--- src/rtl/fc_tx_credit_scheduler.sv ---
// Transmit-side flow-control credit gate with round-robin arbitration over the P/NP/CPL buffers.
// Optional build macro FC_INFINITE_CREDIT_EN: a zero limit received during FC init means infinite credit.
module fc_tx_credit_scheduler #(
   parameter int HDR_CW  = 8,
   parameter int DATA_CW = 12
) (
   input  logic                 clk,
   input  logic                 rst,
   input  logic                 fc_init_done,
   input  logic                 upd_valid,
   input  logic [1:0]           upd_type,
   input  logic [HDR_CW-1:0]    upd_hdr_cl,
   input  logic [DATA_CW-1:0]   upd_data_cl,
   input  logic [2:0]           req_valid,
   input  logic [3*DATA_CW-1:0] req_dc,
   input  logic                 tx_done,
   output logic [2:0]           gnt,
   output logic [2:0]           blocked,
   output logic [3*HDR_CW-1:0]  cc_hdr,
   output logic [3*DATA_CW-1:0] cc_data
);

   localparam logic [1:0] S_INIT = 2'd0;
   localparam logic [1:0] S_ARB  = 2'd1;
   localparam logic [1:0] S_WAIT = 2'd2;

   localparam logic [HDR_CW-1:0]  HDR_HALF  = {1'b1, {(HDR_CW-1){1'b0}}};
   localparam logic [DATA_CW-1:0] DATA_HALF = {1'b1, {(DATA_CW-1){1'b0}}};

   logic [1:0]         state_q, state_d;
   logic [1:0]         rr_q, rr_d;
   logic [2:0]         gnt_q, gnt_d;
   logic [2:0]         blocked_q, blocked_d;
   logic [HDR_CW-1:0]  cl_hdr_q [3];
   logic [HDR_CW-1:0]  cl_hdr_d [3];
   logic [DATA_CW-1:0] cl_data_q [3];
   logic [DATA_CW-1:0] cl_data_d [3];
   logic [HDR_CW-1:0]  cc_hdr_q [3];
   logic [HDR_CW-1:0]  cc_hdr_d [3];
   logic [DATA_CW-1:0] cc_data_q [3];
   logic [DATA_CW-1:0] cc_data_d [3];

   logic [DATA_CW-1:0] dc [3];
   logic [HDR_CW-1:0]  hdr_room [3];
   logic [DATA_CW-1:0] data_room [3];
   logic [2:0]         hdr_ok, data_ok, eligible;
   logic [2:0]         cand;
   logic               win_found;
   logic [1:0]         win;

`ifdef FC_INFINITE_CREDIT_EN
   logic [2:0]         inf_hdr_q, inf_hdr_d;
   logic [2:0]         inf_data_q, inf_data_d;
`endif

   // Remaining window after this TLP, modulo counter width; at most half the range counts as "fits".
   always_comb begin
      for (int c = 0; c < 3; c++) begin
         dc[c]        = req_dc[c*DATA_CW +: DATA_CW];
         hdr_room[c]  = cl_hdr_q[c] - (cc_hdr_q[c] + HDR_CW'(1));
         data_room[c] = cl_data_q[c] - (cc_data_q[c] + dc[c]);
         hdr_ok[c]    = (hdr_room[c] <= HDR_HALF);
         data_ok[c]   = (dc[c] == '0) || (data_room[c] <= DATA_HALF);
`ifdef FC_INFINITE_CREDIT_EN
         hdr_ok[c]    = hdr_ok[c] | inf_hdr_q[c];
         data_ok[c]   = data_ok[c] | inf_data_q[c];
`endif
         eligible[c]  = req_valid[c] & hdr_ok[c] & data_ok[c];
      end
   end

   always_comb begin
      win_found = 1'b0;
      win       = 2'd0;
      cand      = 3'd0;
      for (int i = 0; i < 3; i++) begin
         cand = {1'b0, rr_q} + 3'(i);
         if (cand >= 3'd3) begin
            cand = cand - 3'd3;
         end
         if (!win_found && eligible[cand[1:0]]) begin
            win_found = 1'b1;
            win       = cand[1:0];
         end
      end
   end

   always_comb begin
      state_d   = state_q;
      rr_d      = rr_q;
      gnt_d     = 3'b000;
      blocked_d = (state_q == S_INIT) ? 3'b000 : (req_valid & ~(hdr_ok & data_ok));
      for (int c = 0; c < 3; c++) begin
         cl_hdr_d[c]  = cl_hdr_q[c];
         cl_data_d[c] = cl_data_q[c];
         cc_hdr_d[c]  = cc_hdr_q[c];
         cc_data_d[c] = cc_data_q[c];
      end
`ifdef FC_INFINITE_CREDIT_EN
      inf_hdr_d  = inf_hdr_q;
      inf_data_d = inf_data_q;
`endif

      case (state_q)
         S_INIT: begin
            if (fc_init_done) begin
               state_d = S_ARB;
            end
         end
         S_ARB: begin
            if (win_found) begin
               state_d = S_WAIT;
               rr_d    = (win == 2'd2) ? 2'd0 : win + 2'd1;
               for (int c = 0; c < 3; c++) begin
                  if (win == 2'(c)) begin
                     gnt_d[c]     = 1'b1;
                     cc_hdr_d[c]  = cc_hdr_q[c] + HDR_CW'(1);
                     cc_data_d[c] = cc_data_q[c] + dc[c];
                  end
               end
            end
         end
         S_WAIT: begin
            if (tx_done) begin
               state_d = S_ARB;
            end
         end
         default: state_d = S_INIT;
      endcase

      // Limits are overwritten, not accumulated; the grant decision above already used the old value.
      for (int c = 0; c < 3; c++) begin
         if (upd_valid && (upd_type == 2'(c))) begin
            cl_hdr_d[c]  = upd_hdr_cl;
            cl_data_d[c] = upd_data_cl;
`ifdef FC_INFINITE_CREDIT_EN
            if (state_q == S_INIT) begin
               inf_hdr_d[c]  = (upd_hdr_cl == '0);
               inf_data_d[c] = (upd_data_cl == '0);
            end
`endif
         end
      end

      // Link dropped: behave as a fresh FC initialization.
      if ((state_q != S_INIT) && !fc_init_done) begin
         state_d   = S_INIT;
         rr_d      = 2'd0;
         gnt_d     = 3'b000;
         blocked_d = 3'b000;
         for (int c = 0; c < 3; c++) begin
            cl_hdr_d[c]  = '0;
            cl_data_d[c] = '0;
            cc_hdr_d[c]  = '0;
            cc_data_d[c] = '0;
         end
`ifdef FC_INFINITE_CREDIT_EN
         inf_hdr_d  = 3'b000;
         inf_data_d = 3'b000;
`endif
      end
   end

   always_ff @(posedge clk) begin
      if (rst) begin
         state_q   <= S_INIT;
         rr_q      <= 2'd0;
         gnt_q     <= 3'b000;
         blocked_q <= 3'b000;
         for (int c = 0; c < 3; c++) begin
            cl_hdr_q[c]  <= '0;
            cl_data_q[c] <= '0;
            cc_hdr_q[c]  <= '0;
            cc_data_q[c] <= '0;
         end
`ifdef FC_INFINITE_CREDIT_EN
         inf_hdr_q  <= 3'b000;
         inf_data_q <= 3'b000;
`endif
      end else begin
         state_q   <= state_d;
         rr_q      <= rr_d;
         gnt_q     <= gnt_d;
         blocked_q <= blocked_d;
         for (int c = 0; c < 3; c++) begin
            cl_hdr_q[c]  <= cl_hdr_d[c];
            cl_data_q[c] <= cl_data_d[c];
            cc_hdr_q[c]  <= cc_hdr_d[c];
            cc_data_q[c] <= cc_data_d[c];
         end
`ifdef FC_INFINITE_CREDIT_EN
         inf_hdr_q  <= inf_hdr_d;
         inf_data_q <= inf_data_d;
`endif
      end
   end

   always_comb begin
      for (int c = 0; c < 3; c++) begin
         cc_hdr[c*HDR_CW +: HDR_CW]    = cc_hdr_q[c];
         cc_data[c*DATA_CW +: DATA_CW] = cc_data_q[c];
      end
   end

   assign gnt     = gnt_q;
   assign blocked = blocked_q;

endmodule

--- config.mk ---
export PLATFORM = sky130hd
export DESIGN_NAME = fc_tx_credit_scheduler
export DESIGN_NICKNAME = d
export VERILOG_FILES = /design/src/rtl/fc_tx_credit_scheduler.sv
export SDC_FILE = /design/constraint.sdc
export NUM_CORES = 1
export LEC_CHECK = 0
export CORE_ASPECT_RATIO = 2
export CORE_UTILIZATION = 60
export CTS_CLUSTER_SIZE = 14
export DETAILED_ROUTE_END_ITERATION = 10
export PLACE_DENSITY = 0.86
export RECOVER_POWER = 50
export SKIP_LAST_GASP = 1
export SLEW_MARGIN = 25
export SYNTH_ARGS = -nofsm -noshare
export SYNTH_HDL_FRONTEND = slang
export SYNTH_SLANG_ARGS = --single-unit
--- constraint.sdc ---
create_clock -name clk -period 10 [get_ports clk]
set_input_delay 1.5 -clock clk [delete_from_list [all_inputs] [get_ports clk]]
set_output_delay 1.5 -clock clk [all_outputs]
set_load 0.01 [all_outputs]
* Yosys cells after proc, flatten, opt, wreduce, memory -nomap -nowiden *
Memory sizes are Yosys's and may differ from the RTL's.
Cells that the tools add are included.

word-level totals
  register bits after elaboration = 10
  RAM bits = 120
  bits of input ports = 66
  memories = 4

memory list
  name       words  bits a word  read ports  clocked after memory_dff  write ports  RTL line  source
  cc_data_q  3      12           3           0                         3            40        logic [DATA_CW-1:0] cc_data_q [3];
  cl_data_q  3      12           3           0                         3            36        logic [DATA_CW-1:0] cl_data_q [3];
  cc_hdr_q   3      8            3           0                         3            38        logic [HDR_CW-1:0] cc_hdr_q [3];
  cl_hdr_q   3      8            3           0                         3            34        logic [HDR_CW-1:0] cl_hdr_q [3];

operators by class
  $add $sub $neg = 18
  $lt $le $gt $ge = 12
  equality and inequality tests = 9
  muxes and demuxes = 58
  bitwise logic cells = 23
  reduce and logical (&&, ||, !) cells = 24

operators by type and width
  operator              count
  $mux 12               12
  $mux 36               4
  $mux 24               4
  $mux 8                12
  $add 12x12->12        3
  $le 12x12->1 const B  3
  $logic_not 12->1      3
  $sub 12x12->12        3
  $add 8x1->8 const B   3
  $le 8x8->1 const B    3
  $sub 8x8->8           3
  $mux 2                10
  $mux 1                12
  $or 1x1->1            12
  $lt 2x3->1 const B    3
  $and 1x1->1           6
  $and 3x3->3           2
  $bmux 1 s2            3
  $eq 2x1->1 const B    3
  $eq 2x2->1 const B    3
  $ge 3x2->1 const B    2
  $logic_and 1x1->1     6
  $logic_not 2->1       3
  $ne 2x2->1 const B    3
  other kinds (16)      23

* Longest topological paths before layout *
Gate-level depths: netlist of the first run.
An unclocked memory read counts as a cell.

  word-level depth = 21
  mapped depth = 27

* Worst setup path before layout of the first run *
No wires, ideal clock.

  path type = input-to-reg
  start = input req_dc[0]
  end = memory cc_data_q[2][11] (netlist: cc_data_q[0][35])
  arrival time = 5.975 ns
  data required time = 9.884 ns
  path slack = 3.909 ns
  stages = 23
  cells stage by stage = ha_1 fa_1 a21o_1 a21oi_1 o21bai_1 a21oi_1 o21ai_0 a21oi_1 o21bai_1 a21oi_1 xor2_1 ha_1 nor2_1 a2111oi_0 o2111a_1 nand4_1 o21ai_0 o21ai_0 nand4b_1 a21oi_2 buf_2 a21oi_1 a31o_2

RTL lines
  item                RTL line  source
  start: declaration  15        input logic [3*DATA_CW-1:0] req_dc,
  end: declaration    40

==> metrics.md, run 1 <==
| Metric | Value |
|---|---|
| Clk pwr share | `45.7%` |
| Area share of xor/xnor cells in the synthesized design | `under 10%` |
| Row count | `65` |
| GRT busiest layer | `met2` |
| Met2 usage | `62.95%` |
| Vias per cell | `around 6.2` |
| Max Cap Viol | `2` |
| WP buf/inv | `2` |
| Worst-path clk slew | `0.06 ns` |
| Finished Core Util | `74.29%` |
| Cell taking the most area after synthesis | `dfxtp_1` |
| Mapped Nets | `1355` |
| GR met3 Demand/Resource | `between 5 and 6%` |
| Largest net degree at the start of global routing | `65` |
| # hold bufs at CTS | `0` |
| CTS tree | `done` |
| CP max stage cell | `and2_0` |
| Synth cell types | `82` |
| Full die area | `roughly 17000 sq um` |
| I/O pins | `132` |
| Reg2reg start | `cc_data_q[0][0]$_SDFFE_PP0P_` |
| Largest family of logic cells by synthesized area | `compound AO/OA/AOI/OAI gates` |
| Worst Setup End Kind | `register` |
| CP required | `10.33 ns` |
| Crit path launch | `req_dc[0]` |
| Cts bufs inserted | `17` |
| Max FO, Critical Path | `21` |
| Core area | `15700 sq um` |
| Yosys reg bits | `130` |
| Leakage | `around 5 nW` |
| Net switching power | `0.4220 mW` |
| Fillers | `around 1200` |
| Slew Viols, Final | `between 90 and 100` |
| P&R area growth vs syn | `21.58%` |
| Global-route wire length before repair | `45.00 mm` |
| Post-synthesis instance total | `1188` |
| Vias in the first global route | `between 9000 and 10000` |
| Die X-Extent | `slightly above 90 microns` |
| Clock root cell | `clkbuf_16` |
| Post-synth EDFFs | `0` |
| Initial antenna violation count | `0` |
| PD cells | `127.2 nW/um^2` |
| Clk Latency, worst-skew pair | `about 0.43 ns` |
| Fmax | `135.4 MHz` |
| Sequential Power Share | `36.2%` |
| Final Hold Fails | `0` |
| Initial DRC Count | `between 500 and 600` |
| Hold Path Class | `register to register` |
| Resize count post-CTS | `0` |
| Sequential-to-total area share from yosys stat | `27.13%` |
| Worst EP arrival | `between 7 and 8 ns` |
| Rel. slew slack | `-91.52%` |
| Main synth FF type | `dfxtp_1` |
| Hold wc startpoint | `cl_hdr_q[0][0]$_SDFFE_PP0P_` |
| Async SR Flop Fraction | `0%` |
| Crit-path leading delay family | `compound AO/OA/AOI/OAI gates` |
| Comb pwr share | `a little under a fifth` |
| Mapped Area | `9592 sq um` |
| Switching Share | `28.44%` |
| Proportion of synthesized area in mux cells | `3.287%` |
| Synth Area in Simple Gates | `20.41%` |
| Crit path cell chain | `clkdlybuf4s50_1 -> ha_1 -> fa_1 -> a21o_1 -> a21oi_1 -> o21bai_1 -> a21oi_1 -> o21ai_0 -> a21oi_1 -> o21bai_1 -> a21oi_1 -> xor2_1 -> ha_1 -> nor2_1 -> a2111oi_0 -> o2111a_1 -> nand4_1 -> o21ai_0 -> o21ai_0 -> nand4b_1 -> and2_0 -> buf_4 -> or4_1 -> a21oi_1` |
| Vias | `9420` |
| Commonest non-fill, non-tap cells in the layout | `nand2_1, a21oi_1, dfxtp_1` |
| DRC violations left | `0` |
| Postcts setup bufs | `0` |
| Share of cells above drive strength 1 | `4.726%` |
| Hold WS | `0.4564 ns` |
| Gr ovfl total | `0` |
| Starting Density | `approximately three fifths` |
| CTS max path bufs | `2` |
| Yosys warns | `0` |
| Worst vdd ir | `0.0001103 V` |
| Final ANT Viol Nets | `0` |
| Final setup viols | `0` |
| Sink Count | `130` |
| DR WL/cell | `18.57 microns` |
| Synth top area share | `27.13%` |
| Internal | `1.061 mW` |
| RSZ-0062 raised after global routing | `no` |
| GR Layer Usage met1 | `34.06%` |
| Status | `finished with violations` |
| Final Wtd Congestion | `about 0.96` |
| Die Height | `between 150 and 200 microns` |
| Final Cycle Share | `73.88%` |
| Final setup TNS | `0 ns` |
| Antenna Cells | `0` |
| Htree depth | `4` |
| Final nets | `1466` |
| Worst Tran Pin Value | `2.873 ns` |
| Dpl hpwl | `around 21 mm` |
| GR Util All Layers | `34.56%` |
| Tmin final | `7.388 ns` |
| PortBufs | `131` |
| TritonRoute pass-1 iters | `5` |
| Drt total wl | `28.10 mm` |
| Synthesized-area fraction occupied by adder cells | `13.98%` |
| Mean Syn Cell Area | `8.074 sq um` |
| Delay of the slowest critical-path stage | `around 0.55 ns` |
| Compound-Gate Fraction of Synth Area | `23.47%` |
| Kind of critical path | `input port to register` |
| Crit path launch type | `input port` |
| Failing checks | `max-capacitance violations, max-slew violations` |
| Most common cell after layout, fill and taps aside | `nand2_1` |
| Clk_skew | `0.007673 ns` |
| Area contributors post-synth | `dfxtp_1, ha_1, a21oi_1` |
| CP most frequent cell | `a21oi_1` |
==> metrics by stage <==
step	worst slack, ns	total power [mW]	cell area [sq um]	cells
after global routing	2.217	1.533	11660	1513
after CTS	2.428	1.483	11660	1513
final	2.612	1.483	11660	1513
after floorplan	3.909	0.7220	9592	1188
after detailed placement	2.001	0.8095	11030	1481
after global placement	2.152	0.8045	11030	1481
==> power by group through the flow <==
| stage | clock network [mW] | logic, mW | registers (mW) |
|---|---|---|---|
| global route | 0.701 | 0.294 | 0.538 |
| floorplan | 0 | 0.176 | 0.546 |
| CTS | 0.681 | 0.265 | 0.537 |
| global placement | 0 | 0.257 | 0.548 |
| detailed placement | 0 | 0.262 | 0.548 |
| finish | 0.678 | 0.269 | 0.537 |
==> kinds of logic after synthesis <==
kind of cell               Yosys count
AOI/OAI and AO/OA                  339
xor gates and xnor gates            82
adders and majority gates          102
buffers and inverters               97
DFF                                130
muxes                               31
and+or+nand+nor                    407
==> routing by layer <==
layer  vias to the layer above  share of wire [%]
met4                         0                7.8
met1                      4458                 35
met3                       136                4.8
met5                         -                  0
met2                       353                 52
li1                       4473                  -
==> worst register-to-register path: stages (launching register included) <==
cell and delay [ns]:
dfxtp_1 0.35, ha_1 0.24, fa_1 0.41, a21o_1 0.17, a21oi_1 0.22, o21bai_1 0.09
a21oi_1 0.21, o21ai_0 0.12, a21oi_1 0.23, o21bai_1 0.09, a21oi_1 0.17, xor2_1 0.11
ha_1 0.37, nor2_1 0.07, a2111oi_0 0.39, o2111a_1 0.25, nand4_1 0.11, o21ai_0 0.28
o21ai_0 0.16, nand4b_1 0.46, and2_0 0.55, buf_4 0.36, or4_1 0.51, a21oi_1 0.17
==> Yosys cell counts, drive strengths merged (11+ instances only) <==
master / instances
nand2b: 20
nor2b: 22
inv: 53
xor2: 32
o21bai: 14
clkbuf: 36
nand2: 181
o21ai: 49
xnor2: 48
a211oi: 11
nor2: 56
mux2i: 27
a21o: 22
ha: 92
o21a: 26
nor4: 12
a21oi: 136
nor3: 28
dfxtp: 130
nand3: 22
==> final cells by class <==
cell class                      count  area (sq um)  share of cell area (%)
Timing Repair Buffer              136          1345                   11.53
Multi-Input combinational cell    961          6633                   56.88
Tap cell                          201         251.5                   2.157
Inverter                           53         198.9                   1.706
Clock buffer                       17         425.4                   3.648
Sequential cell                   130          2603                   22.32
Clock inverter                     15         205.2                   1.760
==> flip-flops by register name, summed over array words and instances, names as in the netlist <==
signal / flops
cc_data_q: 36
cl_data_q: 36
cc_hdr_q: 24
cl_hdr_q: 24
blocked: 3
gnt: 3
rr_q: 2
state_q: 2
==> final timing paths <==
path | endpoint | slack, ns | cells after the start
max | cc_hdr_q[0][11]$_SDFFE_PP0P_ | 2.61 | 24
min | cl_hdr_q[0][0]$_SDFFE_PP0P_ | 0.46 | 2
max reg2reg | cc_hdr_q[0][11]$_SDFFE_PP0P_ | 3.79 | 23
min reg2reg | cl_hdr_q[0][0]$_SDFFE_PP0P_ | 0.46 | 2
No activity file was read; power rests on OpenSTA's default activity.
==> inputs of run 2 (changes only) <==
--- a/config.mk
+++ b/config.mk
@@ -6,10 +6,10 @@
 export NUM_CORES = 1
 export LEC_CHECK = 0
 export CORE_ASPECT_RATIO = 2
-export CORE_UTILIZATION = 60
+export CORE_UTILIZATION = 56
 export CTS_CLUSTER_SIZE = 14
 export DETAILED_ROUTE_END_ITERATION = 10
-export PLACE_DENSITY = 0.86
+export PLACE_DENSITY = 0.81
 export RECOVER_POWER = 50
 export SKIP_LAST_GASP = 1
 export SLEW_MARGIN = 25
==> constraint.sdc (replaced) <==
create_clock -name clk -period 7.45 [get_ports clk]
set_input_delay 1.1175 -clock clk [delete_from_list [all_inputs] [get_ports clk]]
set_output_delay 1.1175 -clock clk [all_outputs]
set_load 0.01 [all_outputs]
==> run 2 against run 1 <==
  * The flow still finishes with violations (max-capacitance violations, max-slew violations)
  * Via count down 1.0%
  * Sequential cell count stayed put
  * Routed wire length shrank 1.4%
  * First-iteration DRC count down 25%
  * Final area about the same
  * Clock skew rose by 0.0056 ns
  * Critical endpoint is now cc_data_q[0][13]$_SDFFE_PP0P_
==> metrics.md, run 2 (synthesis results as in run 1) <==
| Metric | Value |
|---|---|
| Status | `finished with violations` |
| Failing checks | `max-capacitance violations, max-slew violations` |
| Delay of the slowest critical-path stage | `0.68 ns` |
| Net switching power | `around 0.56 mW` |
| Final ANT Viol Nets | `0` |
| Regs by FF count | `cc_data_q (36), cl_data_q (36)` |
| Full die area | `17690 sq um` |
| Final Cycle Share | `between 90% and 100%` |
| Commonest non-fill, non-tap cells in the layout | `nand2_1, a21oi_1, dfxtp_1` |
| Gr ovfl total | `0` |
| Fmax | `146.7 MHz` |
| Sequential Power Share | `37.3%` |
| Final nets | `1472` |
| Vias | `9322` |
| Drt total wl | `about 28 mm` |
| PortBufs | `~130` |
| P&R area growth vs syn | `21.69%` |
| Most common cell after layout, fill and taps aside | `nand2_1` |
| Final setup TNS | `0 ns` |
| Cts bufs inserted | `17` |
| Resize count post-CTS | `0` |
| Dpl hpwl | `21.45 mm` |
| Area occupied by multi-input gates | `6624 sq um` |
| RSZ-0062 raised after global routing | `no` |
| Starting Density | `57.21%` |
| Postcts setup bufs | `0` |
| Final setup viols | `0` |
| # hold bufs at CTS | `0` |
| Row count | `67` |
| Die X-Extent | `~95 microns` |
| Final Wtd Congestion | `around 0.97` |
| Htree depth | `4` |
| CP required | `7.77 ns` |
| Switching Share | `between 20 and 30%` |
| Kind of critical path | `input port to register` |
| CTS max path bufs | `2` |
| Worst Tran Pin Value | `2.304 ns` |
| Non-filler instance count after layout | `1525` |
| Clk pwr share | `44.0%` |
| Hold Path Class | `register to register` |
| Antenna Cells | `0` |
| Worst vdd ir | `0.0001825 V` |
| Internal | `1.369 mW` |
| Comb pwr share | `between 10% and 20%` |
| GR Util All Layers | `32.08%` |
| Max Cap Viol | `1` |
| Largest net degree at the start of global routing | `between 50 and 60` |
| Sink Count | `130` |
| Initial antenna violation count | `0` |
| Die Height | `~190 microns` |
| Total chip power | `1.929 mW` |
| PD cells | `165.3 nW/um^2` |
| Leakage | `5.025 nW` |
| TritonRoute pass-1 iters | `5` |
| Max FO, Critical Path | `20` |
| Core area | `16770 sq um` |
| Clk_skew | `about 0.013 ns` |
| Clock root cell | `clkbuf_16` |
| Crit path cell chain | `clkdlybuf4s50_1 -> ha_1 -> fa_1 -> a21o_1 -> a21oi_1 -> o21bai_1 -> a21oi_1 -> o21ai_0 -> a21oi_1 -> o21bai_1 -> a21oi_1 -> xor2_1 -> ha_1 -> nor2_1 -> a2111oi_0 -> o2111a_1 -> nand4_1 -> o21ai_0 -> o21ai_0 -> nand4b_1 -> nand2_1 -> buf_4 -> nand3_1 -> a21oi_1` |
| Worst Setup End Kind | `register` |
| CTS tree | `done` |
| Vias in the first global route | `9409` |
| DRC violations left | `0` |
| I/O pins | `132` |
| Worst EP arrival | `7.14 ns` |
| CP max stage cell | `nand2_1` |
| Slew Viols, Final | `41` |
| Finished Core Util | `a little over two thirds` |
| Share of cells above drive strength 1 | `roughly 5.2%` |
| DR WL/cell | `18.17 microns` |
| Final Hold Fails | `0` |
| CP most frequent cell | `a21oi_1` |
| Fillers | `approximately 1400` |
| Crit path launch type | `input port` |
| Global-route wire length before repair | `44.33 mm` |
| Vias per cell | `6.113` |
| Clk Latency, worst-skew pair | `about 0.43 ns` |
| Initial DRC Count | `407` |
| FF/Latch Area | `2603 sq um` |
| Placed Cells incl. Taps | `1493` |
| Rel. slew slack | `-53.60%` |
| Tmin final | `6.818 ns` |
| Worst-path clk slew | `0.06 ns` |
## run 2: cell types whose count changed in the layout (fill, tap and decap cells not counted), sizes merged
cell	previous run	this run
bufinv	4	2
clkinv	4	6
clkinvlp	3	2
buf	4	11
## run 2: per-layer routing
layer | wire [microns] | GRT usage [%]
met1 | 9891 | 31.06
met2 | 14530 | 58.86
met3 | 1237 | 5.569
met4 | 2047 | 22.67
met5 | 0 | 0
## run 2: final timing paths
check	from	to	slack (ns)	cells after the start
max reg2reg	cc_data_q[0][0]$_SDFFE_PP0P_	cc_data_q[0][13]$_SDFFE_PP0P_	1.48	23
min	cl_hdr_q[0][16]$_SDFFE_PP0P_	cl_hdr_q[0][16]$_SDFFE_PP0P_	0.46	2
min reg2reg	cl_hdr_q[0][16]$_SDFFE_PP0P_	cl_hdr_q[0][16]$_SDFFE_PP0P_	0.46	2
max	req_dc[0]	cc_data_q[0][13]$_SDFFE_PP0P_	0.63	24
## run 2: metrics by stage
step / hold slack, ns / cell area (sq um) / setup slack, ns
floorplan: 0.4363 / 9592 / 1.741
global placement: 0.4422 / 11080 / 0.4322
detailed placement: 0.4491 / 11080 / 0.3032
CTS: 0.4574 / 11670 / 0.7406
global route: 0.4710 / 11670 / 0.1855
finish: 0.4584 / 11670 / 0.6319
## run 2: power by group through the flow
stage | combinational, mW | sequential, mW | clock [mW]
3_5_place_dp | 0.354 | 0.735 | 0
5_1_grt | 0.392 | 0.721 | 0.884
3_3_place_gp | 0.348 | 0.735 | 0
2_1_floorplan | 0.236 | 0.733 | 0
6_report | 0.361 | 0.720 | 0.849
4_1_cts | 0.358 | 0.720 | 0.854
## run 2: final cells by class
type | count | share of cell area, %
clock buffers | 18 | 3.762
repair buffers | 142 | 11.94
flip-flops and latches | 130 | 22.30
inverters | 53 | 1.704
well taps | 207 | 2.219
clock inverters | 14 | 1.329
multi-input cells | 961 | 56.75
## run 2: critical path: cells and delay by family
family,cells,cell delay (ns)
AO/OA/AOI/OAI,13,2.68
XOR/XNOR,1,0.12
adder cells (fa/ha/maj),3,1.07
buffers and inverters,2,0.68
AND/OR/NAND/NOR,5,1.45
